## config.mk

```make
export PLATFORM = sky130hd
export DESIGN_NAME = intersection_controller
export DESIGN_NICKNAME = d
export VERILOG_FILES = /design/src/rtl/intersection_controller.sv
export SDC_FILE = /design/constraint.sdc
export NUM_CORES = 1
export LEC_CHECK = 0
export BUFFER_PORTS_ARGS = -buffer_cell sky130_fd_sc_hd__buf_2
export CORE_AREA = 2 2 39 41
export CTS_BUF_LIST = sky130_fd_sc_hd__clkbuf_4 sky130_fd_sc_hd__clkbuf_8
export DETAILED_ROUTE_END_ITERATION = 6
export DIE_AREA = 0 0 41 43
export PLACE_DENSITY = 0.65
export SLEW_MARGIN = 5
export SYNTH_ARGS = -nofsm -noshare
export SYNTH_HDL_FRONTEND = slang
export SYNTH_SLANG_ARGS = --single-unit
```

## constraint.sdc

```tcl
create_clock -name clock -period 2.8 [get_ports clock]
set_input_delay 0.42 -clock clock [delete_from_list [all_inputs] [get_ports clock]]
set_output_delay 0.42 -clock clock [all_outputs]
set_load 0.01 [all_outputs]
```

## src/rtl/intersection_controller.sv

```systemverilog
// Two-way intersection sequencer: NS/EW traffic-light heads with demand-driven green,
// fixed yellow and all-red clearance, and a latched pedestrian WALK phase.
module intersection_controller #(
  parameter int GREEN_TICKS  = 8,
  parameter int YELLOW_TICKS = 3,
  parameter int ALLRED_TICKS = 2,
  parameter int WALK_TICKS   = 6
) (
  input  logic       clock,
  input  logic       reset_n,
  input  logic       ns_sensor,
  input  logic       ew_sensor,
  input  logic       ped_request,
  output logic [1:0] ns_light,
  output logic [1:0] ew_light,
  output logic       walk,
  output logic       ped_pending,
  output logic [2:0] phase
);

  typedef enum logic [2:0] {
    NS_GREEN  = 3'd0,
    NS_YELLOW = 3'd1,
    ALLRED    = 3'd2,
    EW_GREEN  = 3'd3,
    EW_YELLOW = 3'd4,
    WALK      = 3'd5
  } state_t;

  localparam logic [1:0] LIGHT_RED    = 2'b01;
  localparam logic [1:0] LIGHT_YELLOW = 2'b11;
  localparam logic [1:0] LIGHT_GREEN  = 2'b10;

  localparam int MAX_AB    = (GREEN_TICKS > YELLOW_TICKS) ? GREEN_TICKS : YELLOW_TICKS;
  localparam int MAX_CD    = (ALLRED_TICKS > WALK_TICKS) ? ALLRED_TICKS : WALK_TICKS;
  localparam int MAX_TICKS = (MAX_AB > MAX_CD) ? MAX_AB : MAX_CD;
  localparam int TW        = $clog2(MAX_TICKS + 1);

  localparam logic [TW-1:0] GREEN_LOAD  = TW'(GREEN_TICKS - 1);
  localparam logic [TW-1:0] YELLOW_LOAD = TW'(YELLOW_TICKS - 1);
  localparam logic [TW-1:0] ALLRED_LOAD = TW'(ALLRED_TICKS - 1);
  localparam logic [TW-1:0] WALK_LOAD   = TW'(WALK_TICKS - 1);

  state_t        state_q, state_d;
  logic [TW-1:0] timer_q, timer_d;
  logic          next_dir_q, next_dir_d;  // 0: NS green next, 1: EW green next
  logic          ped_q, ped_d;
  logic          timer_done;

  assign timer_done = (timer_q == '0);

  // NOTE: state registers use non-blocking assignments so every flop samples pre-edge values.
  always_ff @(posedge clock or negedge reset_n) begin
    if (!reset_n) begin
      state_q    <= NS_GREEN;
      timer_q    <= GREEN_LOAD;
      next_dir_q <= 1'b1;
      ped_q      <= 1'b0;
    end else begin
      state_q    <= state_d;
      timer_q    <= timer_d;
      next_dir_q <= next_dir_d;
      ped_q      <= ped_d;
    end
  end

  // NOTE: every signal gets a default before the case so no path leaves it unassigned (no latches).
  always_comb begin
    state_d    = state_q;
    timer_d    = timer_done ? '0 : timer_q - TW'(1);
    next_dir_d = next_dir_q;
    ped_d      = ped_q | ped_request;

    case (state_q)
      NS_GREEN: begin
        if (timer_done && (ew_sensor || ped_q)) begin
          state_d = NS_YELLOW;
          timer_d = YELLOW_LOAD;
        end
      end
      NS_YELLOW: begin
        if (timer_done) begin
          state_d    = ALLRED;
          timer_d    = ALLRED_LOAD;
          next_dir_d = 1'b1;
        end
      end
      EW_GREEN: begin
        if (timer_done && (ns_sensor || ped_q)) begin
          state_d = EW_YELLOW;
          timer_d = YELLOW_LOAD;
        end
      end
      EW_YELLOW: begin
        if (timer_done) begin
          state_d    = ALLRED;
          timer_d    = ALLRED_LOAD;
          next_dir_d = 1'b0;
        end
      end
      ALLRED: begin
        if (timer_done) begin
          if (ped_q) begin
            // Clearing here wins over a same-edge request: that request is served by this walk.
            state_d = WALK;
            timer_d = WALK_LOAD;
            ped_d   = 1'b0;
          end else begin
            state_d = next_dir_q ? EW_GREEN : NS_GREEN;
            timer_d = GREEN_LOAD;
          end
        end
      end
      WALK: begin
        if (timer_done) begin
          state_d = next_dir_q ? EW_GREEN : NS_GREEN;
          timer_d = GREEN_LOAD;
        end
      end
      default: begin
        state_d = NS_GREEN;
        timer_d = GREEN_LOAD;
      end
    endcase
  end

  always_comb begin
    ns_light = LIGHT_RED;
    ew_light = LIGHT_RED;
    walk     = 1'b0;
    case (state_q)
      NS_GREEN:  ns_light = LIGHT_GREEN;
      NS_YELLOW: ns_light = LIGHT_YELLOW;
      EW_GREEN:  ew_light = LIGHT_GREEN;
      EW_YELLOW: ew_light = LIGHT_YELLOW;
      WALK:      walk     = 1'b1;
      default: ;
    endcase
  end

  assign ped_pending = ped_q;
  assign phase       = state_q;

endmodule
```

### After elaboration in Yosys (flattened, before gate mapping)

Cells that the tools add are included.

| word-level totals | value |
|---|---|
| register bits after elaboration | 9 |
| input bits | 5 |
| output and inout port bits | 9 |
| word-level logic and storage cells | 53 |

| operators by class | value |
|---|---|
| add/sub/neg operators | 1 |
| equal/unequal tests | 12 |
| muxes and demuxes | 25 |
| bitwise gates (word level) | 1 |
| reductions and logical operators | 10 |

Operator list:

| kind | number |
|---|---|
| 4-bit 2-to-1 mux | 6 |
| 4-bit one-hot mux with 5 select lines | 1 |
| 3-bit 2-to-1 mux | 6 |
| 3-bit one-hot mux with 5 select lines | 1 |
| 2-bit inequality test, second input constant | 6 |
| 2-bit one-hot mux with 2 select lines | 2 |
| 3-bit by 2-bit equality test with 1-bit output, second input constant | 2 |
| 3-bit equality test, second input constant | 2 |
| 1-bit 2-to-1 mux | 6 |
| 5-bit AND reduction | 1 |
| 4-bit logical NOT | 1 |
| 2-bit 2-to-1 mux | 2 |
| 4-bit by 1-bit subtractor with 4-bit output, second input constant | 1 |
| 3-bit by 1-bit equality test with 1-bit output, second input constant | 1 |
| 3-bit logical NOT | 1 |
| 3-bit AND reduction | 1 |
| 1-bit logical AND | 2 |
| 1-bit logical OR | 2 |
| 2-bit by 1-bit inequality test with 1-bit output, second input constant | 1 |
| 1-bit one-hot mux with 2 select lines | 1 |
| 2-bit nonzero test | 1 |
| 2-bit OR reduction | 1 |
| 1-bit OR | 1 |

### Logic depth before layout (Yosys ltp)

Gate-level depths: netlist of run 1.

| logic depth | value |
|---|---|
| word-level depth | 4 |
| mapped depth | 4 |
| depth with buffers taken out | 3 |

### Worst setup path after synthesis of run 1

OpenSTA, ideal clock, no wires.

| timing | value |
|---|---|
| path kind | register to output |
| from | register state_q[1], in the netlist phase[1] |
| to | output port ew_light[1] |
| arrival time | 1.217 ns |
| data required time | 2.380 ns |
| path slack | 1.163 ns |
| cell stages (with the launch flop) | 5 |
| path through | dfrtp_1 -> clkbuf_1 -> clkbuf_1 -> nand2_1 -> nand2_1 |

| between the ends | value |
|---|---|
| word-level cells in the longest chain between the ends | 2 |
| elaborated cells between the ends (all ways) | 3 |

RTL lines:

| item | RTL line | RTL |
|---|---|---|
| start, declared | 44 | `state_t state_q, state_d;` |
| start signal, assigned | 60 | `state_q <= state_d;` |
| 3-bit equality test / 3-bit by 2-bit equality test with 1-bit output (equally long branches) | 131 | `case (state_q)` |
| 2-bit one-hot mux with 2 select lines (*) | 131 |  |
| end, declared | 15 | `output logic [1:0] ew_light,` |

Mark *: on every way between the ends. The rest lies on a longest branch, timed or not.

### Worst setup path in the final report of run 1

Ends and elaborated chain as after synthesis.

==> reports/qor.yml, run 1 <==
run_status:
  outcome: "finished with violations"
  violations: "hold timing"
placement:
  io_buffers: 13
  hpwl_um: 978.9
  place_area_um2: 646.9
  gp_congestion: 0.8129
global_routing:
  gr-total-overflow: 0
  grt_max_degree: 21
  grt_antenna_before_repair: 0
  track_usage: 0.1953
  grt_pass1_vias: 506
  met2_usage: 0.2563
  grt_pass1_wl_mm: 2.339
  grtUsageMet1: 0.3069
  grt_util_met3: 0.03141
  top_usage_layer: "met1"
layout:
  num-nets-final: 85
  seq_area_um2: 230.2
  multi_input_area_um2: 324.1
  design_area_um2: 676.9
  diodes: 0
  nFillCells: 140
  layout_common_cells: "buf_2, o21ai_0, dfrtp_1"
  layout-drive-gt1-share: 0.3038
  layout_commonest_cell: "buf_2"
  area_growth_pct: 13.66
  utilization: 0.4892
clock_network:
  clk_latency_ns: 0.27
  clk_path_buf_depth: 2
  root_buffer: "clkbuf_4"
  cts_buffers: 3
  hold_buffers: 0
  path_clk_slew_ns: 0.07
  cts.repair.resized: 0
  clock_sinks: 9
  tritoncts: "yes"
  post_cts_buffers: 0
  cts_max_level: 1
sta:
  tightest_slew_ns: 0.6711
  fin_skew_ns: 0.01085
  relSlewSlack: 0.5488
  hold_viol: 3
  max_freq_mhz: 519.1
  hold_ws_ns: -0.01372
  period_minus_slack_ns: 1.926
  finalSetupViolCount: 0
  rsz0062_at_grt: "no"
  slew_viol_final: 0
  tns_ns: 0
  post-route-period-util: 0.6880
yosys:
  synth-seq-area-share: 0.3866
  synth_cell_types: 29
  synth_flop_cell: "dfrtp_1"
  yosysWarnings: 0
  syn_area_um2: 595.6
  synth-edff-count: 0
  synthArstFlopShare: 1.000
  avgSynthCellArea_um2: 8.758
  ys_seq_elements: 9
  syn-num-nets: 73
  netlist_instances: 68
worst_setup_path:
  crit_type: "flop to output port"
  end_kind: "output port"
  reg2reg_slack_ns: 1.14
  critPathLaunchType: "flop"
  crit_arrival_ns: 1.51
  cp-startpoint: "phase[1]$_DFFE_PN0P_"
  critPathMaxFanout: 20
  required_ns: 2.38
  rr_startpoint: "timer_q[1]$_DFF_PN1_"
  path_delay_family: "flip-flops"
  path_cells: "inv_1 > nand3_1 > nand2_1 > buf_2"
  path_buf_inv: 2
  slowest_stage: "dfrtp_1"
  cpPeakStageDelay_ns: 0.72
floorplanning:
  ios: 14
  die_h_um: 43
  core_area_um2: 1384
  start_util: 0.4304
  dieWidth_um: 41
  fp-row-count: 14
  die_area_um2: 1763
detailed_routing:
  drt_iter0_markers: 10
  ant_nets: 0
  viasPerCell: 5.958
  drtPass1Iterations: 4
  wl_per_cell_um: 15.37
  vias: 566
  drc: 0
  drt-total-wl_mm: 1.460
min_path:
  min_path_type: "input port to async pin"
power_and_ir_drop:
  p_clk_frac: 0.131
  p_leak_uw: 0.0002832
  power_density_nw_per_um2: 1310
  total_power_uw: 886.8
  p_int_uw: 468.4
  peakVddDrop_uv: 538.3
  p_sw_frac: 0.4718
  p_sw_uw: 418.4
  p_seq_frac: 0.401
  combPwrFrac: 0.467
flow_run:
  drv_cap: 0
-- layer usage --
| metal | vias to the layer above | wire length [um] |
|---|---|---|
| met1 | 275 | 699 |
| li1 | 274 | - |
| met2 | 13 | 684 |
| met5 | - | 0 |
| met4 | 0 | 19 |
| met3 | 4 | 57 |
-- state kept, by name, summed over array words and instances (netlist names) --
name         count
phase            3
next_dir_q       1
ped_pending      1
timer_q          4
-- area by class of cell --
cell class	count	area share
multi-input cells	51	0.4787
inverters	2	0.01109
flip-flops and latches	9	0.3401
repair buffers	13	0.09612
clock buffers	4	0.04436
well taps	16	0.02957
-- cells by family (layout without fill, tap and decap cells) --
family | after synthesis | in the layout | share of synthesized area
AOI/OAI and AO/OA | 23 | 23 | 0.2416
xor gates and xnor gates | 2 | 2 | 0.02942
buffers and inverters | 8 | 19 | 0.06933
DFF | 9 | 9 | 0.3866
muxes | 1 | 1 | 0.01891
and+or+nand+nor | 25 | 25 | 0.2542
-- power by group through the flow --
stage	combinational (uW)	sequential (uW)	clock (uW)
finish	415	356	117
global placement	408	350	0
detailed placement	414	353	0
floorplan	389	260	0
global route	455	374	124
CTS	416	351	117
-- Yosys cell counts, types with 3 or more instances --
cell,n,area (um^2)
o21ai_0,9,45.04
dfrtp_1,5,125.1
clkbuf_1,4,15.01
dfstp_2,4,105.1
nand2_1,4,15.01
nand3_1,4,20.02
nor2_1,4,15.01
o211ai_1,4,30.03
a21oi_1,3,15.01
nor3b_1,3,22.52
-- metrics by stage --
stage / setup slack, ns / instances
global route: 0.7772 / 95
global placement: 1.164 / 91
finish: 0.8737 / 95
floorplan: 1.163 / 68
CTS: 0.8905 / 95
detailed placement: 1.158 / 91
-- worst paths after layout --
check	to	cells past startpoint
max	ew_light[1]	4
min	phase[0]$_DFFE_PN0P_	1
max reg2reg	timer_q[1]$_DFF_PN1_	3
min reg2reg	next_dir_q$_DFFE_PN1P_	2
max in group asynchronous	timer_q[0]$_DFF_PN1_	1
min in group clock	ped_pending$_DFF_PN0_	3
Note: power is estimated with default switching activity, not from simulation.
==> run 2, diff against run 1 <==
ABC_AREA = 1   (was default)
PLACE_DENSITY = 0.69   (was 0.65)
clock period = 1.65 ns   (was 2.8 ns; I/O delays follow)
==> run 2 against run 1 <==
Net effect: the run now ends clean; via count rose by 13%; global-route usage rose by 0.77 points; design area rose by 8.3%; first-iteration DRC count rose by 50%; sequential share of layout area fell by 2.6 points; combinational power rose by 130%; clock power rose by 66%; worst hold slack improved by 0.25 ns; non-clock buffer count rose by 1; register-to-register slack got worse by 0.87 ns; largest cell class unchanged; highest routed layer unchanged.
==> reports/qor.yml, run 2 <==
placement:
  hpwl_mm: 1.089  # was 978.9 um
  gp_congestion: 0.8427  # was 0.8129
  io_buffers: 13  # unchanged
  preCtsSetupSlack_ns: 0.3118  # was 1.158 ns
worst_setup_path:
  path_delay_family: "flip-flops"  # unchanged
  path_cells: "inv_1 > nand3_1 > nand2_1 > buf_2"  # unchanged
  critPathMaxFanout: 7  # was 20
  crit_arrival_ns: 1.28  # was 1.51 ns
  crit_type: "flop to output port"  # unchanged
  cp-startpoint: "phase[0]$_DFFE_PN0P_"  # was phase[1]$_DFFE_PN0P_
  end_kind: "output port"  # unchanged
  cpPeakStageDelay_ns: 0.45  # was 0.72 ns
  required_ns: 1.40  # was 2.38 ns
  rr_startpoint: "phase[0]$_DFFE_PN0P_"  # was timer_q[1]$_DFF_PN1_
  slowest_stage: "dfrtp_1"  # unchanged
  critPathLaunchType: "flop"  # unchanged
  path_buf_inv: 2  # unchanged
global_routing:
  gr-total-overflow: 0  # unchanged
  grt_pass1_wl_mm: 2.415  # was 2.339 mm
  grt_pass1_vias: 571  # was 506
  grt_antenna_before_repair: 0  # unchanged
  grt_max_degree: 10  # was 21
  track_usage: 0.2031  # was 0.1953
power_and_ir_drop:
  peakVddDrop_uv: 1040  # was 538.3 uV
  power_density_nw_per_um2: 2232  # was 1310 nW/um^2
  p_leak_uw: 0.0004441  # was 0.0002832 uW
sta:
  tightest_slew_ns: 0.2624  # was 0.6711 ns
  hold_viol: 0  # was 3
  relSlewSlack: 0.8251  # was 0.5488
  hold_ws_ns: 0.2318  # was -0.01372 ns
  max_freq_mhz: 655.1
  tns_ns: 0  # unchanged
  rsz0062_at_grt: "no"  # unchanged
  finalSetupViolCount: 0  # unchanged
  fin_skew_ns: 0.003085  # was 0.01085 ns
  slew_viol_final: 0  # unchanged
  period_minus_slack_ns: 1.527
  fin_ws_ns: 0.1234  # was 0.8737 ns
  post-route-period-util: 0.9252
layout:
  layout_common_cells: "nand2_1, inv_1, buf_2"  # was buf_2, o21ai_0, dfrtp_1
  utilization: 0.5298  # was 0.4892
  num-nets-final: 118  # was 85
  area_growth_pct: 20.58  # was 13.66%
  multi_input_area_um2: 314.1  # was 324.1 um^2
  layout-drive-gt1-share: 0.2857  # was 0.3038
  largest_reg_flops: 4  # unchanged
  diodes: 0  # unchanged
  nFillCells: 140  # unchanged
  largest-register: "timer_q"  # unchanged
  seq_area_um2: 230.2  # unchanged
  layout_commonest_cell: "nand2_1"  # was buf_2
flow_run:
  drv_cap: 0  # unchanged
clock_network:
  path_clk_slew_ns: 0.06  # was 0.07 ns
  clk_latency_ns: 0.27  # about the same
  clock_sinks: 9  # unchanged
  post_cts_buffers: 0  # unchanged
  cts_max_level: 1  # unchanged
  clk_path_buf_depth: 2  # unchanged
  cts_buffers: 3  # unchanged
  cts.repair.resized: 0  # unchanged
  root_buffer: "clkbuf_4"  # unchanged
  tritoncts: "yes"  # unchanged
yosys:
  synthArstFlopShare: 1.000  # unchanged
  synth_area_leaders: "dfrtp_1, nand2_1, dfstp_2, nand3_1, inv_1"  # was dfrtp_1, dfstp_2, o21ai_0, o211ai_1, nor3b_1
  synthAdderAreaFrac: 0  # unchanged
  ys_seq_elements: 9  # unchanged
  yosysWarnings: 0  # unchanged
  avgSynthCellArea_um2: 6.469  # was 8.758 um^2
  syn-num-nets: 99  # was 73
  syn_area_um2: 608.1  # was 595.6 um^2
  synth_flop_cell: "dfrtp_1"  # unchanged
  synth_compound_area_frac: 0.09465  # was 0.2416
  synthMuxAreaShare: 0  # was 0.01891
  synth-simple-area-share: 0.4218  # was 0.2542
  synth-edff-count: 0  # unchanged
  synth_xor_area_frac: 0  # was 0.02941
  synth.largest_area_cell: "dfrtp_1"  # unchanged
  synth_cell_types: 16  # was 29
  synth_top_cell_area_share: 0.2058  # was 0.2101
  synth_top_family_by_area: "simple AND/OR/NAND/NOR gates"  # unchanged
  yosys-top-cells-count: "nand2_1, inv_1, nand3_1, nor2_1"  # was o21ai_0, dfrtp_1
  synth-seq-area-share: 0.3786  # was 0.3866
  synth.most_common_cell: "nand2_1"  # was o21ai_0
  netlist_instances: 94  # was 68
min_path:
  min_path_type: "input port to flop"  # was input port to async pin
  min_from: "ped_request"
detailed_routing:
  drc: 0  # unchanged
  wl_per_cell_um: 11.52  # was 15.37 um
  drt_iter0_markers: 15  # was 10
  drtPass1Iterations: 4  # unchanged
  vias: 637  # was 566
  viasPerCell: 4.977  # was 5.958
  drt-total-wl_mm: 1.474  # was 1.460 mm
  ant_nets: 0  # unchanged
run_status:
  outcome: "finished, final reports clean"  # was finished with violations
floorplanning:
  ios: 14  # unchanged
  fp-row-count: 14  # unchanged
  die_h_um: 43  # unchanged
  dieWidth_um: 41  # unchanged
  start_util: 0.4394  # was 0.4304
  core_area_um2: 1384  # unchanged
  die_area_um2: 1763  # unchanged
[run 2: layout make-up]
type	instances	area share
Timing Repair Buffer	14	0.1024
Clock buffer	4	0.04096
Multi-Input combinational cell	68	0.4283
Sequential cell	9	0.3140
Inverter	17	0.08703
Tap cell	16	0.02730
[run 2: power by group]
group / internal [uW] / switching [uW]
combinational: 346 / 628
clock: 110 / 84.3
sequential: 352 / 116
total: 807 / 829
[run 2: worst paths after layout]
path	endpoint	slack, ns	depth (start not counted)
worst min-delay path	ped_pending$_DFF_PN0_	0.23	3
min in group asynchronous	ped_pending$_DFF_PN0_	0.36	2
worst min register to register	timer_q[3]$_DFF_PN0_	0.53	1
worst max-delay path	ew_light[1]	0.12	4
max in group asynchronous	timer_q[2]$_DFF_PN1_	1.04	2
worst max register to register	phase[0]$_DFFE_PN0P_	0.27	7
[run 2: worst register-to-register path, cell delays in order (launching register included)]
cell and delay (ns):
dfrtp_1 0.46, inv_1 0.15, nand3_1 0.14, nand2_2 0.11, o21ai_4 0.21, nand2_2 0.08, nand2_1 0.07, nand2_1 0.05
[run 2: per-layer routing]
layer	part of all wire	GRT usage
met1	0.45	0.2915
met5	0	0
met4	0.021	0.08000
met2	0.46	0.2969
met3	0.063	0.03141
[run 2: kinds of logic after synthesis]
| group | count (synthesis) |
|---|---|
| buf+inv | 17 |
| compound gates | 9 |
| flops | 9 |
| simple gates | 59 |
[run 2: stage by stage]
step / std cells / power (uW) / area (um^2)
2_1_floorplan: 94 / 1177 / 608.1
5_1_grt: 128 / 1803 / 733.2
6_report: 128 / 1636 / 733.2
3_5_place_dp: 123 / 1430 / 693.2
3_3_place_gp: 123 / 1420 / 693.2
4_1_cts: 128 / 1632 / 733.2
[run 2: timing repair]
action / in CTS / in global routing
setup endpoints to repair: 0 / 0
hold endpoints to repair: 5 / 0
hold buffers: 1 / 0
